`config.mk`:
```
export PLATFORM = sky130hd
export DESIGN_NAME = fib_seq_gen
export DESIGN_NICKNAME = d
export VERILOG_FILES = /design/src/rtl/fib_seq_gen.sv
export SDC_FILE = /design/constraint.sdc
export NUM_CORES = 1
export LEC_CHECK = 0
export CORE_UTILIZATION = 50
export CTS_CLUSTER_SIZE = 14
export DETAILED_ROUTE_END_ITERATION = 8
export PLACE_DENSITY_LB_ADDON = 0.3
export SLEW_MARGIN = 20
export SYNTH_ARGS = -nofsm -noshare
export SYNTH_HDL_FRONTEND = slang
export SYNTH_SLANG_ARGS = --single-unit
```
`constraint.sdc`:
```
create_clock -name clk -period 5.65 [get_ports clk]
set_clock_uncertainty 0.15 [all_clocks]
set_input_delay 1.695 -clock clk [delete_from_list [all_inputs] [get_ports clk]]
set_output_delay 1.695 -clock clk [all_outputs]
set_load 0.02 [all_outputs]
```
`src/rtl/fib_seq_gen.sv`:
```
// fib_seq_gen: Fibonacci-class sequence generator with valid/ready output.
// A run starts from two latched seeds and emits num_terms terms of
// f(n) = f(n-1) + f(n-2). Each register carries a carry tag, so every term
// after an unsigned overflow is marked. In wrap mode the tagged terms are
// still emitted, modulo 2^WIDTH. In stop mode the run ends before a tagged
// term is presented.
module fib_seq_gen #(
  parameter int WIDTH = 6,
  parameter int CNT_W = 8
) (
  input  logic             clk,
  input  logic             rst,
  input  logic             start,
  input  logic             mode,
  input  logic [WIDTH-1:0] seed0,
  input  logic [WIDTH-1:0] seed1,
  input  logic [CNT_W-1:0] num_terms,
  output logic [WIDTH-1:0] out_data,
  output logic             out_valid,
  input  logic             out_ready,
  output logic             busy,
  output logic             done,
  output logic             ovf
);

  typedef enum logic [1:0] {
    IDLE = 2'd0,
    RUN  = 2'd1,
    DONE = 2'd2
  } state_t;

  state_t state, state_next;

  logic [WIDTH-1:0] r0, r1;
  logic             c0, c1;
  logic [CNT_W-1:0] idx;
  logic [CNT_W-1:0] num_q;
  logic             mode_q;
  logic             ovf_q;

  logic             accept;
  logic             xfer;
  logic             last_term;
  logic             stop_hit;
  logic [WIDTH:0]   sum;
  logic [CNT_W-1:0] idx_inc;

  // The outputs are decoded straight from registers, so out_ready has no path to them.
  assign out_data  = r0;
  assign out_valid = (state == RUN);
  assign busy      = (state == RUN);
  assign done      = (state == DONE);
  assign ovf       = ovf_q;

  // State register.
  always_ff @(posedge clk or negedge rst) begin
    if (!rst) begin
      state <= IDLE;
    end else begin
      state <= state_next;
    end
  end

  // This block computes the next state, the run-control strobes and the next-term sum.
  always_comb begin
    state_next = state;
    accept     = 1'b0;
    xfer       = 1'b0;
    stop_hit   = 1'b0;
    sum        = {1'b0, r0} + {1'b0, r1};
    idx_inc    = idx + 1'b1;
    last_term  = (idx_inc == num_q);
    case (state)
      IDLE: begin
        if (start) begin
          accept     = 1'b1;
          state_next = (num_terms == '0) ? DONE : RUN;
        end
      end
      RUN: begin
        if (out_ready) begin
          xfer = 1'b1;
          if (last_term) begin
            state_next = DONE;
          end else if (c1 && mode_q) begin
            // The term that would be presented next is tagged, and stop mode
            // ends the run before that term is shown.
            stop_hit   = 1'b1;
            state_next = DONE;
          end
        end
      end
      DONE: begin
        state_next = IDLE;
      end
      default: begin
        state_next = IDLE;
      end
    endcase
  end

  // The datapath loads seeds on an accepted start and advances one term per transfer.
  always_ff @(posedge clk or negedge rst) begin
    if (!rst) begin
      r0     <= '0;
      r1     <= '0;
      c0     <= 1'b0;
      c1     <= 1'b0;
      idx    <= '0;
      num_q  <= '0;
      mode_q <= 1'b0;
      ovf_q  <= 1'b0;
    end else if (accept) begin
      r0     <= seed0;
      r1     <= seed1;
      c0     <= 1'b0;
      c1     <= 1'b0;
      idx    <= '0;
      num_q  <= num_terms;
      mode_q <= mode;
      ovf_q  <= 1'b0;
    end else if (xfer) begin
      r0  <= r1;
      c0  <= c1;
      r1  <= sum[WIDTH-1:0];
      c1  <= sum[WIDTH] | c0 | c1;
      idx <= idx_inc;
      // Wrap mode sets the flag when a tagged term is accepted.
      // Stop mode sets it when the run is cut short.
      if (stop_hit || (!mode_q && c0)) begin
        ovf_q <= 1'b1;
      end
    end
  end

endmodule

```
## After elaboration in Yosys (flattened, before gate mapping)

Index checks and enable logic that the tools add are counted.

| storage, ports and cells | value |
|---|---|
| flip-flop bits (word level) | 34 |
| bits of input ports | 25 |
| word-level logic and storage cells | 56 |

| cells by class | value |
|---|---|
| add/subtract/negate cells | 2 |
| equality and inequality tests | 6 |
| muxes and demuxes | 27 |
| bitwise operators | 2 |
| reductions and logical operators | 10 |

Operator list:

| cell | number |
|---|---|
| $mux 6 | 4 |
| $mux 8 | 2 |
| $mux 1 | 15 |
| $mux 2 | 5 |
| $add 8x1->8 const B | 1 |
| $eq 8x8->1 | 1 |
| $logic_not 8->1 | 1 |
| $add 6x6->7 | 1 |
| $ne 2x2->1 const B | 2 |
| $pmux 2 s2 | 1 |
| $reduce_bool 2->1 | 2 |
| $ne 3x1->1 const B | 1 |
| $reduce_and 3->1 | 1 |
| $eq 2x1->1 const B | 1 |
| $eq 2x2->1 const B | 1 |
| $logic_and 1x1->1 | 2 |
| $logic_not 2->1 | 1 |
| $or 1x1->1 | 2 |
| $reduce_and 2->1 | 1 |
| $logic_not 1->1 | 1 |
| $logic_or 1x1->1 | 1 |

## Longest topological paths before layout

Gate-level depths: netlist of the first run.

| logic depth | value |
|---|---|
| word-level depth | 9 |
| gate-level depth with buffers | 9 |
| gate-level depth less buffers | 9 |

## Least setup slack after synthesis of the first run

No wires, ideal clock.

| timing | value |
|---|---|
| kind | input port to flip-flop |
| start point | input start |
| end point | register r1[4] |
| setup time | 0.135 ns |
| arrival time | 2.749 ns |
| setup slack | 2.616 ns |
| stages | 6 |
| cells stage by stage | nor3b_1 > buf_1 > nor2_1 > buf_2 > a22oi_1 > o21ai_0 |

| between the ends | value |
|---|---|
| longest elaborated chain between the ends | 3 |
| elaborated cells on any way between the ends | 4 |

RTL lines:

| item | RTL line | RTL |
|---|---|---|
| from (decl) | 13 | `input logic start,` |
| $mux 1 * | 75 | `if (start) begin` |
| $mux 1 * | 73 | `case (state)` |
| $mux 6 or $reduce_bool 2->1 (tied branches) | - |  |
| to (signal assigned) | 125 | `r1 <= sum[WIDTH-1:0];` |
| to (decl) | 34 | `logic [WIDTH-1:0] r0, r1;` |

Every way passes the cells marked *; elsewhere a longest branch is shown, timed or not.
A chain may end at the register's enable or synchronous reset.

## Worst setup path after layout of the first run

| timing | value |
|---|---|
| start point | register state[1] |
| end point | output out_valid |

| between the ends | value |
|---|---|
| longest elaborated chain between the ends | 1 |

RTL lines:

| item | RTL line | RTL |
|---|---|---|
| from (decl) | 32 | `state_t state, state_next;` |
| from (signal assigned) | 60 | `state <= state_next;` |
| $eq 2x1->1 | 50 | `assign out_valid = (state == RUN);` |
| to (decl) | 19 | `output logic out_valid,` |

No other way between the ends.

==> run metrics, run 1 <==
starting DRC count in detailed routing=between 100 and 150; fraction of the mapped netlist area in adder cells=5.69%; Hold Startpoint=out_data[0]$_DFFE_PN0P_; FP Rows=21; startpoint types=register; simple-gate share of the synthesized area=16.2%; reg2reg path depth=6; Placed Cells=about 270; final hold violation count=0; Rel. slew slack=58.6%; gr usage total=~22%; outcome=completed; Compound-Gate Fraction of Synth Area=18.6%; syn_nets=226; post-synthesis cell area=between 0.0015 and 0.002 mm²; cells after synthesis=193; fmax=270 MHz; Critical R2R Launch=state[1]$_DFFE_PN0P_; clock insertion delay at the later pin of the skew report=between 0.2 and 0.3 ns; clock-pin slew on the worst setup and hold paths=roughly 0.07 ns; HPWL Detailed=between 2 and 3 mm; R2R setup slack=approximately 3.4 ns; Slew @ Worst Pin=~0.62 ns; Yosys reg bits=34; PwrDens=between 500 and 600 mW/mm²; element type at the critical path end=output port; xor and xnor area share after synthesis=under 10%; H-tree depth=2; Final #Nets=262; Die Ht=63.5 µm; post-layout min period=between 3 and 4 ns; post-synthesis mux area share=between 5 and 6%; Leakage=1.02 nW; fraction of registers with async set or reset after synthesis=between 90% and 100%; fraction of layout cells with a size suffix above 1=10.4%; DR vias=1,558; Vias per Instance=5.64; Yosys Warn Count=0; sequential area share after synthesis=between 40 and 50%; Area Overhead vs Synth=25.4%; Avg Inst Size Synth=roughly 9.8 µm²; CTS buffer count=5; starting density of the core=54.5%; hold_buf cts=0; largest family of logic cells by synthesized area=compound AO/OA/AOI/OAI gates; gp weighted congestion=0.823; worst hold path stage count=2; I/O Buffers=34; Max Cap Viol=0; maximum number of pins on one net before global-route repair=35; Sink Count=34; Die Width=between 60 and 70 µm; Post-CTS Resized=0; initial antenna violation count=0; final hold slack=roughly 0.38 ns; Layout Cells excl Fill=about 280; post-CTS setup buffer count=0; critical path fanouts, max=9; clock buffer depth=2; CP arrival=approximately 1.9 ns; Antenna Cells=0; Required @ worst endpoint=3.81 ns; WS Path Type=reg2out; fin util=between 60% and 70%; number of global-route vias before repair=1,509; Die Area=about 0.0040 mm²; post-synthesis cell type count=between 40 and 50; DRC=0; Pre-Repair DR Iteration Count=5; CTS tree=yes; Most used DFF post-synth=dfrtp_1; first-pass GRT wire length=between 6 and 7 mm; core box area=~0.0035 mm²; gr ovfl total=0; Final ANT Viol Nets=0; final period utilization=between 60% and 70%; RSZ-0062 raised after global routing=no; Worst Hold End=out_data[0]$_DFFE_PN0P_; Fin Setup TNS=0 ns; EDFF count, synth=0; Final setup viols=0; routed wire length=a little over 4 mm; HP Class=reg2reg; Max rail drop VDD=0.285 mV; WL per Instance=between 10 and 15 µm; Critical R2R Capture=idx[5]$_DFFE_PN0P_; IO Count=35; Max Transition Viols Final=0; Root Driver=clkbuf_8
==> cells by family after synthesis <==
logic type | after synthesis
buffers and inverters | 17
adder cells (fa/ha/maj) | 8
flip-flops | 34
AO/OA/AOI/OAI | 53
AND/OR/NAND/NOR | 60
XOR/XNOR | 12
multiplexers | 9
==> Yosys cell counts, types with 4 or more instances <==
cell type / count / area share (%)
a22oi_1: 9 / 3.6
clkbuf_1: 4 / 0.79
dfrtp_1: 34 / 45
ha_1: 7 / 4.6
inv_1: 9 / 1.8
mux2_2: 8 / 4.8
nand2_1: 25 / 5.0
nor2_1: 9 / 1.8
nor2b_1: 5 / 1.7
o21ai_0: 19 / 5.0
o31ai_1: 4 / 1.6
xnor2_1: 9 / 4.2
==> flip-flops by register name (all words and copies together) (netlist names) <==
register	flops
state	2
c0	1
out_data	6
mode_q	1
r1	6
idx	8
c1	1
ovf	1
num_q	8
==> critical path, cell delays in order, from the launching register on <==
cell             delay [ns]
dfrtp_1                0.40
nor2b_1                0.47
clkdlybuf4s50_1        0.71
==> cell usage in the layout (no fill, tap or decap), drive strengths merged, types with 2 or more instances in the layout <==
cell / instances
and2: 3
inv: 9
or4: 2
nor3: 4
clkdlybuf4s50: 34
nor2b: 5
ha: 7
xor2: 3
o211ai: 2
o31ai: 4
dfrtp: 34
a21oi: 3
a31oi: 3
mux2: 8
nand3: 4
a21o: 2
a211oi: 3
nand2: 25
xnor2: 9
and3: 4
nor2: 9
buf: 3
clkbuf: 7
o21ai: 19
a22oi: 9
==> report_power, final <==
group          internal (mW)  leakage [nW]  switching [mW]
combinational          0.289         0.544           0.301
clock                 0.0983        0.0482          0.0842
sequential             0.345         0.426          0.0948
==> per-stage QoR <==
stage / area (µm²) / power [mW] / worst slack [ns]
CTS: 2370 / 1.22 / 1.93
detailed placement: 2280 / 1.03 / 2.06
floorplan: 1890 / 0.847 / 2.62
global placement: 2280 / 1.02 / 2.09
global route: 2370 / 1.31 / 1.86
finish: 2370 / 1.21 / 1.94
==> worst max path at each step <==
stage | start | to | slack, ns | cells past startpoint
floorplan | start | r1[4]$_DFFE_PN0P_ | 2.62 | 6
global placement | out_ready | r1[2]$_DFFE_PN0P_ | 2.09 | 5
detailed placement | out_ready | r1[2]$_DFFE_PN0P_ | 2.06 | 5
CTS | state[1]$_DFFE_PN0P_ | out_valid | 1.93 | 2
global route | state[0]$_DFFE_PN0P_ | out_valid | 1.86 | 2
finish | state[1]$_DFFE_PN0P_ | out_valid | 1.94 | 2
==> per-layer routing <==
layer | track usage (%) | vias to the layer above | part of all wire (%)
met1 | 28.3 | 756 | 45
met5 | 0 | - | 0
li1 | - | 766 | -
met2 | 37.5 | 30 | 50
met3 | 3.99 | 6 | 3.2
met4 | 8.81 | 0 | 1.6
==> area by class of cell <==
class / count / area (µm²)
inverters: 9 / 33.8
flip-flops and latches: 34 / 851
clock buffers: 7 / 86.3
well taps: 46 / 57.6
fillers: 302 / 1100
clock inverters: 1 / 5.00
repair buffers: 37 / 363
multi-input cells: 142 / 976
Power figures use the tool's default switching activity.
==> run 2: changes to the inputs <==
--- a/config.mk
+++ b/config.mk
@@ -5,7 +5,7 @@
 export SDC_FILE = /design/constraint.sdc
 export NUM_CORES = 1
 export LEC_CHECK = 0
-export CORE_UTILIZATION = 50
+export CORE_UTILIZATION = 47
 export CTS_CLUSTER_SIZE = 14
 export DETAILED_ROUTE_END_ITERATION = 8
 export PLACE_DENSITY_LB_ADDON = 0.3
==> constraint.sdc (replaced) <==
create_clock -name clk -period 3.3 [get_ports clk]
set_clock_uncertainty 0.15 [all_clocks]
set_input_delay 0.99 -clock clk [delete_from_list [all_inputs] [get_ports clk]]
set_output_delay 0.99 -clock clk [all_outputs]
set_load 0.02 [all_outputs]
==> run metrics, run 2 (synthesized netlist as in run 1, its figures left out) <==
starting density of the core=50.2% (-4.4 points); DR vias=1,549 (-0.58%); clock-pin slew on the worst setup and hold paths=0.07 ns (about the same); Max rail drop VDD=0.416 mV (+46%); Final #Nets=265 (+1.1%); Max Transition Viols Final=0 (unchanged); met3 WL post-DR=196 µm (+52%); highest metal layer with signal wires=met4; Vias per Instance=5.53 (-2.0%); met1 wire length=1.92 mm (+4.5%); first-pass GRT wire length=6.82 mm (-2.5%); Layout Cells excl Fill=280 (+1.4%); IO Count=35 (unchanged); PwrDens=860 mW/mm² (+68%); WS Path Type=reg2out; routed wire length=3.89 mm (-4.6%); CTS tree=yes; Die Area=0.00428 mm² (+6.2%); gr usage total=21.0% (-1.3 points); Post-CTS Resized=0 (unchanged); Rel. slew slack=70.9% (+12 points); Area Overhead vs Synth=26.1%; initial antenna violation count=0 (unchanged); post-CTS setup buffer count=0 (unchanged); RSZ-0062 raised after global routing=no; clock buffer depth=2 (unchanged); fin area=0.00239 mm² (+0.58%); crit-path leading delay family=buffers and inverters; metal2 WL=1.75 mm (-14%); CP arrival=1.54 ns (-0.32 ns); I/O Buffers=34 (unchanged); critical path fanouts, max=4 (-5); element type at the critical path end=output port; maximum number of pins on one net before global-route repair=35 (unchanged); CP max stage delay=0.64 ns (-0.07 ns); final period utilization=around four fifths; final hold violation count=0 (unchanged); worst-path cell chain=nor2b_1, clkdlybuf4s50_1; Required @ worst endpoint=2.16 ns (-1.65 ns); CTS buffer count=5 (unchanged); Pre-Repair DR Iteration Count=4 (-1); H-tree depth=2 (unchanged); gr ovfl total=0 (unchanged); core box area=0.00377 mm² (+8.7%); CP bufs+invs=1 (unchanged); Max Cap Viol=0 (unchanged); FP Rows=22 (+4.8%); Fin Setup TNS=0 ns (unchanged); Top Registers=idx x8, num_q x8; gp weighted congestion=0.801 (-2.7%); Sink Count=34 (unchanged); Total Power=2.05 mW (+69%); starting DRC count in detailed routing=96 (-17%); clock insertion delay at the later pin of the skew report=0.28 ns (about the same); Root Driver=clkbuf_8; Leakage=1.02 nW (+0.34%); hold_buf cts=0 (unchanged); Die Width=65.4 µm (+3.0%); fin util=63.3% (-5.1 points); WL per Instance=13.9 µm (-6.0%); HPWL Detailed=2.75 mm (-3.0%); startpoint types=register; number of global-route vias before repair=1,513 (+0.27%); outcome=completed; Die Ht=65.4 µm (+3.0%); Final setup viols=0 (unchanged); Slew @ Worst Pin=0.436 ns (-0.184 ns); CP max stage cell=clkdlybuf4s50_1; DRC=0 (unchanged); Final ANT Viol Nets=0 (unchanged); fraction of layout cells with a size suffix above 1=11.2% (+0.77 points); HP Class=reg2reg; post-layout min period=around 2.7 ns; Post-Place Cell Area=0.00231 mm² (+1.1%); Filler cells=322 (+6.6%); Placed Cells=273 (+1.9%); Antenna Cells=0 (unchanged); most frequent cells in the layout=dfrtp_1, clkdlybuf4s50_1, nand2_1, o21ai_0; fmax=approximately 370 MHz
[run 2: cell count changes in the layout (fill, tap and decap cells not counted), sizes merged]
cell / change
clkbuf: -1
clkinvlp: +1
clkinv: -1
buf: +3
[run 2: worst paths after layout]
kind | startpoint | to | slack (ns) | depth (start not counted)
setup / recovery | state[0]$_DFFE_PN0P_ | busy | 0.62 | 2
hold / removal | out_data[5]$_DFFE_PN0P_ | out_data[5]$_DFFE_PN0P_ | 0.36 | 2
setup reg to reg | idx[0]$_DFFE_PN0P_ | state[0]$_DFFE_PN0P_ | 1.01 | 7
hold reg to reg | out_data[5]$_DFFE_PN0P_ | out_data[5]$_DFFE_PN0P_ | 0.36 | 2
max in group asynchronous | rst | idx[6]$_DFFE_PN0P_ | 1.72 | 2
min in group asynchronous | rst | r1[4]$_DFFE_PN0P_ | 0.97 | 2
[run 2: area by class of cell]
class                   count  area, µm²  share of cell area (%)
multi-input cells         142        976                    40.9
flip-flops and latches     34        851                    35.7
repair buffers             40        385                    16.2
clock buffers               6       72.6                    3.04
well taps                  48       60.1                    2.52
inverters                   9       33.8                    1.42
clock inverters             1       7.51                   0.315
[run 2: per-layer routing]
layer	up-vias	track usage, %
met2	42	32.6
met1	736	29.5
met3	2	4.69
li1	769	-
met5	-	0
met4	0	5.98
[run 2: tightest hold or removal path, cell delays in order (launching register included)]
cell,delay (ns)
dfrtp_1,0.37
nand2_1,0.06
nand2_1,0.06
[run 2: where the power goes]
part	total, mW	internal [mW]	switching (mW)
clock network	0.289	0.145	0.144
registers	0.750	0.590	0.159
logic	1.01	0.513	0.502
total	2.05	1.25	0.805
[run 2: per-stage QoR]
stage          setup WS, ns  hold WS [ns]
6_report              0.615         0.362
5_1_grt               0.539         0.385
4_1_cts               0.595         0.369
3_5_place_dp          0.544         0.353
3_3_place_gp          0.567         0.343
2_1_floorplan         0.971         0.324
==> run 3: changes to the inputs <==
--- a/config.mk
+++ b/config.mk
@@ -5,7 +5,7 @@
 export SDC_FILE = /design/constraint.sdc
 export NUM_CORES = 1
 export LEC_CHECK = 0
-export CORE_UTILIZATION = 47
+export CORE_UTILIZATION = 50
 export CTS_CLUSTER_SIZE = 14
 export DETAILED_ROUTE_END_ITERATION = 8
 export PLACE_DENSITY_LB_ADDON = 0.3
==> constraint.sdc (replaced) <==
create_clock -name clk -period 2.6 [get_ports clk]
set_clock_uncertainty 0.15 [all_clocks]
set_input_delay 0.78 -clock clk [delete_from_list [all_inputs] [get_ports clk]]
set_output_delay 0.78 -clock clk [all_outputs]
set_load 0.02 [all_outputs]
==> run metrics, run 3 (synthesized netlist as in run 1, its figures left out) <==
CTS buffer count=5 (unchanged); Fin Setup TNS=0 ns (unchanged); Rel. slew slack=71.3% (+0.32 points); CTS tree=yes; post-CTS setup buffer count=0 (unchanged); RSZ-0062 raised after global routing=no; I/O Buffers=34 (unchanged); Filler cells=288 (-11%); routed wire length=4.16 mm (+6.8%); Final setup viols=0 (unchanged); DRC=0 (unchanged); fmax=just over 400 MHz; maximum number of pins on one net before global-route repair=35 (unchanged); Top Registers=idx x8, num_q x8; PwrDens=1120 mW/mm² (+30%); Die Ht=63.5 µm (-3.0%); Max Cap Viol=0 (unchanged); gp weighted congestion=0.893 (+11%); core box area=0.00347 mm² (-8.0%); Final #Nets=265 (unchanged); initial antenna violation count=0 (unchanged); HP Class=reg2reg; post-layout min period=approximately 2.5 ns; clock buffer depth=2 (unchanged); H-tree depth=2 (unchanged); Post-CTS Resized=0 (unchanged); CP arrival=1.55 ns (about the same); clock insertion delay at the later pin of the skew report=0.29 ns (about the same); Die Area=0.00403 mm² (-5.8%); Required @ worst endpoint=1.67 ns (-0.49 ns); IO Count=35 (unchanged); Pre-Repair DR Iteration Count=4 (unchanged); WL per Instance=14.9 µm (+7.2%); final hold slack=0.365 ns (+0.00312 ns); final hold violation count=0 (unchanged); Sink Count=34 (unchanged); Antenna Cells=0 (unchanged); hold_buf cts=0 (unchanged); Vias per Instance=5.67 (+2.5%); Die Width=63.5 µm (-3.0%); Area Overhead vs Synth=27.9%; critical path fanouts, max=3 (-1); clock-pin slew on the worst setup and hold paths=0.07 ns (about the same); FP Rows=21 (-4.5%); Root Driver=clkbuf_8; element type at the critical path end=output port; starting DRC count in detailed routing=147 (+53%); startpoint types=register; Leakage=1.04 nW (+1.9%); HPWL Detailed=2.91 mm (+5.7%); Max Transition Viols Final=0 (unchanged); gr ovfl total=0 (unchanged); Slew @ Worst Pin=0.426 ns (-0.0102 ns); first-pass GRT wire length=7.33 mm (+7.6%); final period utilization=95.3%; WS Path Type=reg2out; Final ANT Viol Nets=0 (unchanged); most frequent cells in the layout=dfrtp_1, clkdlybuf4s50_1, nand2_1, o21ai_0; Max rail drop VDD=0.647 mV (+55%); number of global-route vias before repair=1,633 (+7.9%); starting density of the core=54.5% (+4.4 points); DR vias=1,582 (+2.1%); outcome=completed; gr usage total=23.7% (+2.7 points); fraction of layout cells with a size suffix above 1=11.6% (+0.38 points)
run 3: cell count changes in the layout (fill, tap and decap cells not counted), sizes merged:
cell and delta:
clkbuf +1, clkinv +1, clkinvlp -1
run 3: metrics by stage:
stage          power, mW  instance area [µm²]  utilization (%)  setup slack [ns]  cells
2_1_floorplan       1.84                 1890                -             0.481    193
3_3_place_gp        2.26                 2330             67.1            0.0886    271
3_5_place_dp        2.30                 2330             67.1            0.0548    271
4_1_cts             2.73                 2420             69.8            0.0958    279
5_1_grt             2.92                 2420             69.8            0.0316    279
6_report            2.71                 2420             69.8             0.122    279
run 3: worst max-delay path, stage by stage, from the launching register on:
cell,delay [ns]
dfrtp_1,0.38
nor2b_1,0.23
clkdlybuf4s50_1,0.65
run 3: layout make-up:
class | instances | area [µm²] | share of cell area, %
Clock buffer | 7 | 86.3 | 3.57
Clock inverter | 1 | 5.00 | 0.207
Inverter | 9 | 33.8 | 1.40
Multi-Input combinational cell | 142 | 976 | 40.3
Sequential cell | 34 | 851 | 35.2
Tap cell | 46 | 57.6 | 2.38
Timing Repair Buffer | 40 | 410 | 17.0
run 3: path summary, 6_finish.rpt:
| path | from | end | slack [ns] | cells after the start |
|---|---|---|---|---|
| min in group asynchronous | rst | ovf$_DFFE_PN0P_ | 0.75 | 2 |
| max in group asynchronous | rst | r1[1]$_DFFE_PN0P_ | 1.25 | 2 |
| hold reg to reg | out_data[3]$_DFFE_PN0P_ | out_data[3]$_DFFE_PN0P_ | 0.37 | 2 |
| setup reg to reg | idx[0]$_DFFE_PN0P_ | ovf$_DFFE_PN0P_ | 0.33 | 7 |
| setup / recovery | state[0]$_DFFE_PN0P_ | busy | 0.12 | 2 |
| hold / removal | out_data[3]$_DFFE_PN0P_ | out_data[3]$_DFFE_PN0P_ | 0.37 | 2 |
run 3: layer usage:
layer	share of wire (%)	GRT usage (%)	vias up
li1	-	-	773
met1	43	28.5	761
met2	49	38.7	39
met3	4.7	6.52	9
met4	2.9	11.9	0
met5	0	0	-
run 3: where the power goes:
group	total [mW]	internal (mW)	switching, mW
combinational	1.35	0.677	0.677
sequential	0.954	0.749	0.204
clock	0.402	0.213	0.188
